===== config.mk =====
export PLATFORM = sky130hd
export DESIGN_NAME = arm_barrel_shifter
export DESIGN_NICKNAME = d
export VERILOG_FILES = /design/src/rtl/arm_barrel_shifter.sv
export SDC_FILE = /design/constraint.sdc
export NUM_CORES = 1
export LEC_CHECK = 0
export CAP_MARGIN = 30
export CORE_UTILIZATION = 40
export DETAILED_ROUTE_END_ITERATION = 16
export GPL_TIMING_DRIVEN = 0
export SYNTH_ARGS = -nofsm -noshare
export SYNTH_HDL_FRONTEND = slang
export SYNTH_SLANG_ARGS = --single-unit

===== constraint.sdc =====
create_clock -name clk -period 4.85 [get_ports clk]
set_input_delay 0.97 -clock clk [delete_from_list [all_inputs] [get_ports clk]]
set_output_delay 0.97 -clock clk [all_outputs]
set_load 0.01 [all_outputs]

===== src/rtl/arm_barrel_shifter.sv =====
// ---------------------------------------------------------------------------
// arm_barrel_shifter
//   Two-stage pipelined barrel shifter that produces the ALU B operand and the
//   shifter carry-out with ARM operand-2 semantics (LSL/LSR/ASR/ROR/RRX,
//   immediate or register-specified amount). A valid/ready handshake on both
//   sides lets the pipe absorb ALU stalls without dropping operands.
//
//   Stage 1 normalizes the amount into eff (0..33, 33 = "more than 32") and a
//   special-case code. Stage 2 runs a 5-level log shifter, applies the
//   boundary/special overrides and registers the result.
//
//   Optional feature macro: ARM_SHIFTER_RRX_EN
//     defined   : immediate ROR #0 performs RRX
//     undefined : immediate ROR #0 is a pass-through with carry = carry_in
//
// Ports
//   clk           in   clock, rising edge
//   reset         in   asynchronous active-high reset
//   in_valid      in   operand/controls valid
//   in_ready      out  shifter can accept an operand
//   operand       in   value to shift (Rm)
//   shift_type    in   00 LSL, 01 LSR, 10 ASR, 11 ROR
//   shift_amount  in   register amount [7:0], or immediate amount [4:0]
//   amount_is_reg in   1 = register-specified amount
//   carry_in      in   current C flag
//   out_valid     out  bus_B / shifter_carry valid
//   out_ready     in   ALU consumes the result
//   bus_B         out  shifted operand
//   shifter_carry out  shifter carry-out
// ---------------------------------------------------------------------------
module arm_barrel_shifter #(
    parameter int unsigned WIDTH = 32
) (
    input  logic             clk,
    input  logic             reset,
    input  logic             in_valid,
    output logic             in_ready,
    input  logic [WIDTH-1:0] operand,
    input  logic [1:0]       shift_type,
    input  logic [7:0]       shift_amount,
    input  logic             amount_is_reg,
    input  logic             carry_in,
    output logic             out_valid,
    input  logic             out_ready,
    output logic [WIDTH-1:0] bus_B,
    output logic             shifter_carry
);

    localparam int unsigned EFF_W   = 6;
    localparam int unsigned LEVELS  = 5;

    localparam logic [1:0] SH_LSL = 2'b00;
    localparam logic [1:0] SH_LSR = 2'b01;
    localparam logic [1:0] SH_ASR = 2'b10;
    localparam logic [1:0] SH_ROR = 2'b11;

    localparam logic [EFF_W-1:0] EFF_32   = EFF_W'(32);
    localparam logic [EFF_W-1:0] EFF_OVER = EFF_W'(33);

`ifdef ARM_SHIFTER_RRX_EN
    typedef enum logic [1:0] {
        SP_NONE  = 2'd0,
        SP_IMM32 = 2'd1,
        SP_RRX   = 2'd2
    } special_t;
`else
    typedef enum logic [1:0] {
        SP_NONE  = 2'd0,
        SP_IMM32 = 2'd1
    } special_t;
`endif

    // Pipeline state
    logic             s1_valid;
    logic [WIDTH-1:0] s1_op;
    logic             s1_carry;
    logic [1:0]       s1_type;
    logic [EFF_W-1:0] s1_eff;
    special_t         s1_special;
    logic             s2_valid;

    // Handshake
    logic s2_adv;
    logic s1_adv;
    logic accept;

    assign s2_adv    = !s2_valid || out_ready;
    assign s1_adv    = s1_valid && s2_adv;
    assign in_ready  = !reset && (!s1_valid || s2_adv);
    assign accept    = in_valid && in_ready;
    assign out_valid = s2_valid;

    // Stage 1: fold immediate/register encodings into eff + special code
    logic [EFF_W-1:0] n_eff;
    special_t         n_special;

    always_comb begin
        n_eff     = '0;
        n_special = SP_NONE;
        if (amount_is_reg) begin
            if (shift_type == SH_ROR) begin
                // Rotation only cares about n[4:0]; a non-zero multiple of 32
                // is encoded as eff = 32 (value unchanged, carry = bit 31).
                if (shift_amount == 8'd0) begin
                    n_eff = '0;
                end else if (shift_amount[4:0] == 5'd0) begin
                    n_eff = EFF_32;
                end else begin
                    n_eff = EFF_W'(shift_amount[4:0]);
                end
            end else if (shift_amount > 8'd32) begin
                n_eff = EFF_OVER;
            end else begin
                n_eff = shift_amount[EFF_W-1:0];
            end
        end else begin
            n_eff = EFF_W'(shift_amount[4:0]);
            if (shift_amount[4:0] == 5'd0) begin
                case (shift_type)
                    SH_LSR, SH_ASR: begin
                        n_eff     = EFF_32;
                        n_special = SP_IMM32;
                    end
`ifdef ARM_SHIFTER_RRX_EN
                    SH_ROR: n_special = SP_RRX;
`endif
                    default: n_special = SP_NONE;
                endcase
            end
        end
    end

    // One level of the log shifter
    function automatic logic [WIDTH-1:0] shift_stage(
        input logic [WIDTH-1:0] v,
        input logic [1:0]       t,
        input int unsigned      s
    );
        logic [WIDTH-1:0] r;
        case (t)
            SH_LSL:  r = v << s;
            SH_LSR:  r = v >> s;
            SH_ASR:  r = WIDTH'($signed(v) >>> s);
            default: r = (v >> s) | (v << (WIDTH - s));
        endcase
        return r;
    endfunction

    // Stage 2: 5-level shifter (16/8/4/2/1) plus boundary and special overrides
    logic [WIDTH-1:0] lvl;
    logic [WIDTH-1:0] sign_fill;
    logic [4:0]       n5;
    logic [WIDTH-1:0] res;
    logic             cout;

    always_comb begin
        lvl = s1_op;
        for (int i = LEVELS - 1; i >= 0; i--) begin
            if (s1_eff[i]) begin
                lvl = shift_stage(lvl, s1_type, 32'd1 << i);
            end
        end

        n5        = s1_eff[4:0];
        sign_fill = {WIDTH{s1_op[WIDTH-1]}};
        res       = lvl;
        cout      = s1_carry;

        if (s1_eff == '0) begin
            res  = s1_op;
            cout = s1_carry;
        end else if (s1_eff < EFF_32) begin
            case (s1_type)
                SH_LSL:  cout = s1_op[5'd0 - n5];       // bit 32-n
                SH_LSR,
                SH_ASR:  cout = s1_op[n5 - 5'd1];       // bit n-1
                default: cout = lvl[WIDTH-1];
            endcase
        end else if (s1_eff == EFF_32) begin
            case (s1_type)
                SH_LSL:  begin res = '0;        cout = s1_op[0];       end
                SH_LSR:  begin res = '0;        cout = s1_op[WIDTH-1]; end
                SH_ASR:  begin res = sign_fill; cout = s1_op[WIDTH-1]; end
                default: begin res = s1_op;     cout = s1_op[WIDTH-1]; end
            endcase
        end else begin
            case (s1_type)
                SH_ASR:  begin res = sign_fill; cout = s1_op[WIDTH-1]; end
                SH_ROR:  begin res = s1_op;     cout = s1_op[WIDTH-1]; end
                default: begin res = '0;        cout = 1'b0;           end
            endcase
        end

        case (s1_special)
            SP_IMM32: begin
                res  = (s1_type == SH_ASR) ? sign_fill : '0;
                cout = s1_op[WIDTH-1];
            end
`ifdef ARM_SHIFTER_RRX_EN
            SP_RRX: begin
                res  = {s1_carry, s1_op[WIDTH-1:1]};
                cout = s1_op[0];
            end
`endif
            default: ;
        endcase
    end

    // Pipeline registers
    always_ff @(posedge clk or posedge reset) begin
        if (reset) begin
            s1_valid      <= 1'b0;
            s1_op         <= '0;
            s1_carry      <= 1'b0;
            s1_type       <= SH_LSL;
            s1_eff        <= '0;
            s1_special    <= SP_NONE;
            s2_valid      <= 1'b0;
            bus_B         <= '0;
            shifter_carry <= 1'b0;
        end else begin
            if (accept) begin
                s1_valid   <= 1'b1;
                s1_op      <= operand;
                s1_carry   <= carry_in;
                s1_type    <= shift_type;
                s1_eff     <= n_eff;
                s1_special <= n_special;
            end else if (s1_adv) begin
                s1_valid <= 1'b0;
            end

            if (s2_adv) begin
                s2_valid <= s1_valid;
                if (s1_valid) begin
                    bus_B         <= res;
                    shifter_carry <= cout;
                end
            end
        end
    end

endmodule

* Yosys cells after proc, flatten, opt, wreduce, memory -nomap -nowiden
Cells that the tools add are included.
** Storage, ports and cells
- Flip-flop bits (word level) :: 78
- Output and inout port bits :: 35
** Cells by class
- Add/subtract/negate cells :: 2
- $lt $le $gt $ge :: 4
- Eq/ne operators :: 8
- Mux-type cells :: 40
- Bitwise gates (word level) :: 5
- Reduce and logical (&&, ||, !) cells :: 18
** Operators with widths (number)
- 32-bit one-hot mux with 3 select lines :: 5
- 32-bit two-way mux :: 10
- 32-bit one-hot mux with 2 select lines :: 2
- 6-bit two-way mux :: 7
- 16-bit by 32-bit OR with 32-bit output :: 1
- 24-bit by 32-bit OR with 32-bit output :: 1
- 28-bit by 32-bit OR with 32-bit output :: 1
- 30-bit by 32-bit OR with 32-bit output :: 1
- 31-bit by 32-bit OR with 32-bit output :: 1
- 5-bit by 6-bit < comparator with 1-bit output (second input constant) :: 2
- 1-bit two-way mux :: 11
- 1-bit binary-select mux with 5-bit select :: 2
- 2-bit == test (second input constant) :: 4
- 8-bit by 6-bit > comparator with 1-bit output (second input constant) :: 1
- 8-bit zero test :: 1
- 2-bit OR reduction :: 4
- 2-bit by 1-bit == test with 1-bit output (second input constant) :: 3
- 6-bit == test (second input constant) :: 1
- 6-bit zero test :: 1
- 6-bit < comparator (second input constant) :: 1
- 5-bit zero test :: 1
- 1-bit by 5-bit subtractor with 5-bit output (first input constant) :: 1
- 5-bit by 1-bit subtractor with 5-bit output (second input constant) :: 1
- 2-bit two-way mux :: 2
- 7 further kinds :: 12

* Logic depth before layout (Yosys ltp)
- Depth in word-level cells :: 19
- Mapped depth :: 15
- Depth with buffers taken out :: 10

* Least setup slack after synthesis
Ideal clock, no wire load.
- Path type :: register -> register
- Start :: register s1_eff[0]
- End :: register shifter_carry
- Library setup time :: 129 ps
- Arrival :: 3743 ps
- Required time :: 4721 ps
- Path slack :: 978 ps
- Cell stages (with the launch flop) :: 14
- Buffers on the path :: 6
- Period minus slack after synthesis :: 3872 ps
- Path through :: dfrtp_1 > buf_2 > buf_2 > inv_1 > clkbuf_1 > clkbuf_1 > ha_1 > clkbuf_1 > clkbuf_1 > mux4_2 > mux4_2 > mux2_2 > a221oi_1 > o41ai_1
** Between the ends
- Longest elaborated chain between the ends :: 7
- Elaborated cells between the ends (all ways) :: 15
- Classes of those cells :: add/sub (2); order compare (1); eq/ne (1); mux (10); reduce/logical (1)
** Ends and longest elaborated chain
- from (decl) :: RTL line 78 : logic [EFF_W-1:0] s1_eff;
- from (signal assigned) :: RTL line 227 : s1_eff <= n_eff;
- 5-bit by 1-bit subtractor with 5-bit output / 1-bit by 5-bit subtractor with 5-bit output (equally long branches) :: RTL line 176, 174
- 1-bit binary-select mux with 5-bit select (on tied branches) :: RTL line 176, 174
- 1-bit two-way mux (on tied branches) :: RTL line 176, 174
- 1-bit one-hot mux with 2 select lines :: RTL line 173 : case (s1_type)
- 1-bit two-way mux :: RTL line 172 : end else if (s1_eff < EFF_32) begin
- 1-bit two-way mux * :: RTL line 169 : if (s1_eff == '0) begin
- 1-bit two-way mux * :: RTL line 194 : case (s1_special)
- to (signal assigned) :: RTL line 237 : shifter_carry <= cout;
- to (decl) :: RTL line 46 : output logic shifter_carry
Every way passes the cells marked *; elsewhere a longest branch is shown, timed or not. The select of a mux whose other input is x is not followed.
A chain may end at the register's enable or synchronous reset.

* Worst setup path after layout
- Start :: register s1_type[0]
- End :: register bus_B[8]
** Between the ends
- Longest elaborated chain between the ends :: 18
- Elaborated cells between the ends (all ways) :: 26
- Classes of those cells :: eq/ne (3); mux (17); bitwise (4); reduce/logical (2)
** Ends and longest elaborated chain
- from (decl) :: RTL line 77 : logic [1:0] s1_type;
- from (signal assigned) :: RTL line 226 : s1_type <= shift_type;
- 2-bit == test (tied with other cells)
- 32-bit one-hot mux with 3 select lines :: RTL line 140 : case (t)
- 32-bit two-way mux :: RTL line 159 : if (s1_eff[i]) begin
- 24-bit by 32-bit OR with 32-bit output :: RTL line 144 : default: r = (v >> s) | (v << (WIDTH - s));
- 32-bit one-hot mux with 3 select lines :: RTL line 140
- 32-bit two-way mux :: RTL line 159
- 28-bit by 32-bit OR with 32-bit output :: RTL line 144
- 32-bit one-hot mux with 3 select lines :: RTL line 140
- [... 2 more ...]
- 32-bit one-hot mux with 3 select lines :: RTL line 140
- 32-bit two-way mux :: RTL line 159
- 31-bit by 32-bit OR with 32-bit output :: RTL line 144
- 32-bit one-hot mux with 3 select lines :: RTL line 140
- 32-bit two-way mux :: RTL line 159
- 32-bit two-way mux :: RTL line 172
- 32-bit two-way mux :: RTL line 169
- 32-bit two-way mux * :: RTL line 194
- to (signal assigned) :: RTL line 236 : bus_B <= res;
- to (decl) :: RTL line 45 : output logic [WIDTH-1:0] bus_B,
Every way passes the cells marked *; elsewhere a longest branch is shown, timed or not.

==> impl_metrics.json <==
{
  "whs_ns": 0.516,
  "synth.distinct_cells": 97,
  "ctsLongestPathBuffers": 2,
  "fp-row-count": 55,
  "nets": 1350,
  "rsz0062_at_grt": "false",
  "hold_path.class": "reg2reg",
  "hold_buffers": 0,
  "setup-violations-final": 0,
  "p_leak_uw": 0.00398,
  "cts_root_buf": "clkbuf_16",
  "cts-buffers-inserted": 9,
  "io_pins": 83,
  "synthTopCellsByArea": "dfrtp_1 (21%), a21oi_1 (6.6%), o21ai_0 (5.0%), mux2_2 (4.8%), mux4_2 (4.8%)",
  "postCtsSetupBuffers": 0,
  "port_buffers": 82,
  "worstPathMaxFanout": 10,
  "cp.required_ns": 5.06,
  "worst_path_dominant_cell_family": "compound AO/OA/AOI/OAI gates",
  "synthMuxAreaShare": 0.104,
  "num_vias": 12100,
  "die_x_um": 155,
  "synth_area_leader_cell": "dfrtp_1",
  "grt_pass1_wl_mm": 80.4,
  "crit_top_cell": "o21ai_0",
  "fmax_ghz": 0.216,
  "tightest_slew_ns": 1.09,
  "die-area_um2": 24000,
  "grt-ovfl-total": 0,
  "drt_iter0_markers": 2103,
  "ff2ff_path_depth": 13,
  "num-fill-cells": 2277,
  "finClkSkew_ns": 0.0132,
  "grt_use_total": 0.467,
  "multiInputGateArea_um2": 6740,
  "die_y_um": 155,
  "cpPeakStageDelay_ns": 0.81,
  "hold_start": "bus_B[0]$_DFFE_PP0P_",
  "path_depth": 13,
  "drt_first_pass_iters": 9,
  "maxCapViolations": 0,
  "ys_ff_latch": 77,
  "relSlewSlack": 0.268,
  "initial_utilization": 0.410,
  "async_flop_share": 1.00,
  "avgSynthCellArea_um2": 7.78,
  "ir_drop_mv": 0.234,
  "htreeDepth": 3,
  "dp_cells": 1598,
  "power_density_nw_per_um2": 488,
  "hold_path_depth": 1,
  "synthFlopType": "dfrtp_1",
  "wl_per_cell_um": 34.5,
  "viasPerCell": 7.50,
  "status": "finished clean",
  "wl_mm": 55.7,
  "synth_seq_area_share": 0.206,
  "synth_compound_area_frac": 0.412,
  "core_area_um2": 22800,
  "grt_pass1_vias": 11500,
  "crit_type": "reg2reg",
  "worstReg2RegStart": "s1_type[0]$_DFFE_PP0P_",
  "start_kind": "flip-flop",
  "synthAdderAreaFrac": 0.00804,
  "cp_cell_sequence": "inv_1, ha_1, buf_2, nand2b_1, clkbuf_1, clkbuf_1, a21oi_1, o21ai_0, a31oi_1, nor3_1, o22ai_1, o21ai_0, o21ai_0",
  "slew_violations": 0,
  "yosysMostFrequentCell": "a21oi_1",
  "yosys_warnings": 0,
  "cts_tree": "done",
  "clock_latency_ns": 0.36,
  "synthXorXnorAreaFrac": 0.00188,
  "dp_hpwl_mm": 42.9,
  "grt_max_degree": 69,
  "final-seq-area_um2": 1930,
  "fin_cells": 1614,
  "post-route-min-period_ns": 4.64,
  "antenna_found_initial": 0,
  "area_growth_syn_to_layout_pct": 17.1,
  "critPathSlowestCell": "clkbuf_1",
  "synth_nets": 1254,
  "yosys.area_share.simple": 0.195,
  "syn_area_um2": 9340,
  "ant_nets": 0,
  "hold_violations": 0,
  "synth_top_family_by_area": "compound AO/OA/AOI/OAI gates",
  "drive_above_1_share": 0.131,
  "netlist_instances": 1200,
  "finalCritPeriodShare": 0.957,
  "diodes": 0,
  "ys_top_cells_by_count": "a21oi_1 (124), nand2_1 (97), nor2_1 (95)",
  "drc": 0,
  "crit_arrival_ns": 4.85,
  "gp_congestion": 1.10,
  "clock-sinks": 77,
  "critical_path.startpoint": "s1_type[0]$_DFFE_PP0P_",
  "clk_pin_slew_ns": 0.08,
  "yosysTopAreaCellShare": 0.206,
  "fin_tns_setup_ns": 0,
  "synth_edf_count": 0,
  "worstPathBufferInverterCount": 4,
  "endpoint_kind": "flip-flop"
}
[placed cells by master, fill, tap and decap left out, drive strengths merged, types with 10 or more instances in the layout]
| cell | instances |
|---|---|
| nand2b | 35 |
| o31ai | 15 |
| o22ai | 20 |
| o211ai | 41 |
| nor2 | 95 |
| clkdlybuf4s50 | 82 |
| a221oi | 15 |
| mux4 | 20 |
| mux2 | 40 |
| o221ai | 14 |
| nor3 | 32 |
| o21ai | 97 |
| inv | 15 |
| a21oi | 125 |
| a22oi | 10 |
| nand3 | 33 |
| nand2 | 98 |
| buf | 59 |
| dfrtp | 77 |
| o21a | 13 |
| clkbuf | 79 |
| o311ai | 16 |
| or3 | 10 |
| a221o | 10 |
| a211oi | 22 |
| a31oi | 38 |
| a311oi | 12 |
[stage by stage]
stage	utilization	area [um2]	total power [uW]	setup WS, ns
4_1_cts	0.480	10900	5130	0.126
6_report	0.480	10900	5340	0.211
2_1_floorplan	-	9340	2910	0.978
3_5_place_dp	0.465	10600	4310	-0.0173
3_3_place_gp	0.463	10600	4340	0.119
5_1_grt	0.480	10900	5450	0.142
[routing by layer]
layer	track usage	vias up	wire, um	share of wire
met5	0	-	0	0
met4	0.264	0	3890	0.070
met3	0.175	254	8380	0.15
met2	0.655	1095	22300	0.40
met1	0.611	5816	21100	0.38
li1	-	4937	-	-
[repair_timing]
action                                  CTS  global route
pin swaps                                 0             0
gates resized for setup                   1             4
endpoints found under the setup margin    1            12
[power breakdown]
part | internal, uW | total (uW) | switching [uW]
logic | 1200 | 3440 | 2240
registers | 826 | 1080 | 258
clock network | 467 | 813 | 347
[final timing paths]
path | to | slack (ns)
setup / recovery | bus_B[8]$_DFFE_PP0P_ | 0.21
hold / removal | bus_B[0]$_DFFE_PP0P_ | 0.52
setup reg to reg | bus_B[8]$_DFFE_PP0P_ | 0.21
hold reg to reg | bus_B[0]$_DFFE_PP0P_ | 0.52
max in group asynchronous | bus_B[3]$_DFFE_PP0P_ | 3.39
min in group asynchronous | out_valid$_DFFE_PP0N_ | 0.88
[flip-flops by register name (all words and copies together), names as in the netlist]
| signal | flops |
|---|---|
| s1_eff | 6 |
| s1_type | 2 |
| s1_special | 1 |
| shifter_carry | 1 |
| s1_valid | 1 |
| bus_B | 32 |
| s1_carry | 1 |
| out_valid | 1 |
| s1_op | 32 |
[logic make-up (layout without fill, tap and decap cells)]
family | after synthesis | count (layout)
buffers and inverters | 139 | 240
xor gates and xnor gates | 2 | 2
adders and majority gates | 6 | 6
and+or+nand+nor | 365 | 365
AOI/OAI and AO/OA | 544 | 544
muxes | 67 | 67
DFF | 77 | 77
[worst reg2reg max path, stage by stage, from the launching register on]
cell	delay, ns
dfrtp_1	0.40
inv_1	0.08
ha_1	0.19
buf_2	0.16
nand2b_1	0.07
clkbuf_1	0.39
clkbuf_1	0.81
a21oi_1	0.10
o21ai_0	0.55
a31oi_1	0.29
nor3_1	0.40
o22ai_1	0.24
o21ai_0	0.64
o21ai_0	0.17
[final cells by class]
type,instances,share of cell area
Buffer,126,0.0576
Clock buffer,9,0.0206
Tap cell,313,0.0358
Inverter,13,0.00469
Clock inverter,7,0.0106
Multi-Input combinational cell,984,0.616
Sequential cell,77,0.176
Timing Repair Buffer,85,0.0787
Note: power is estimated with default switching activity, not from simulation.
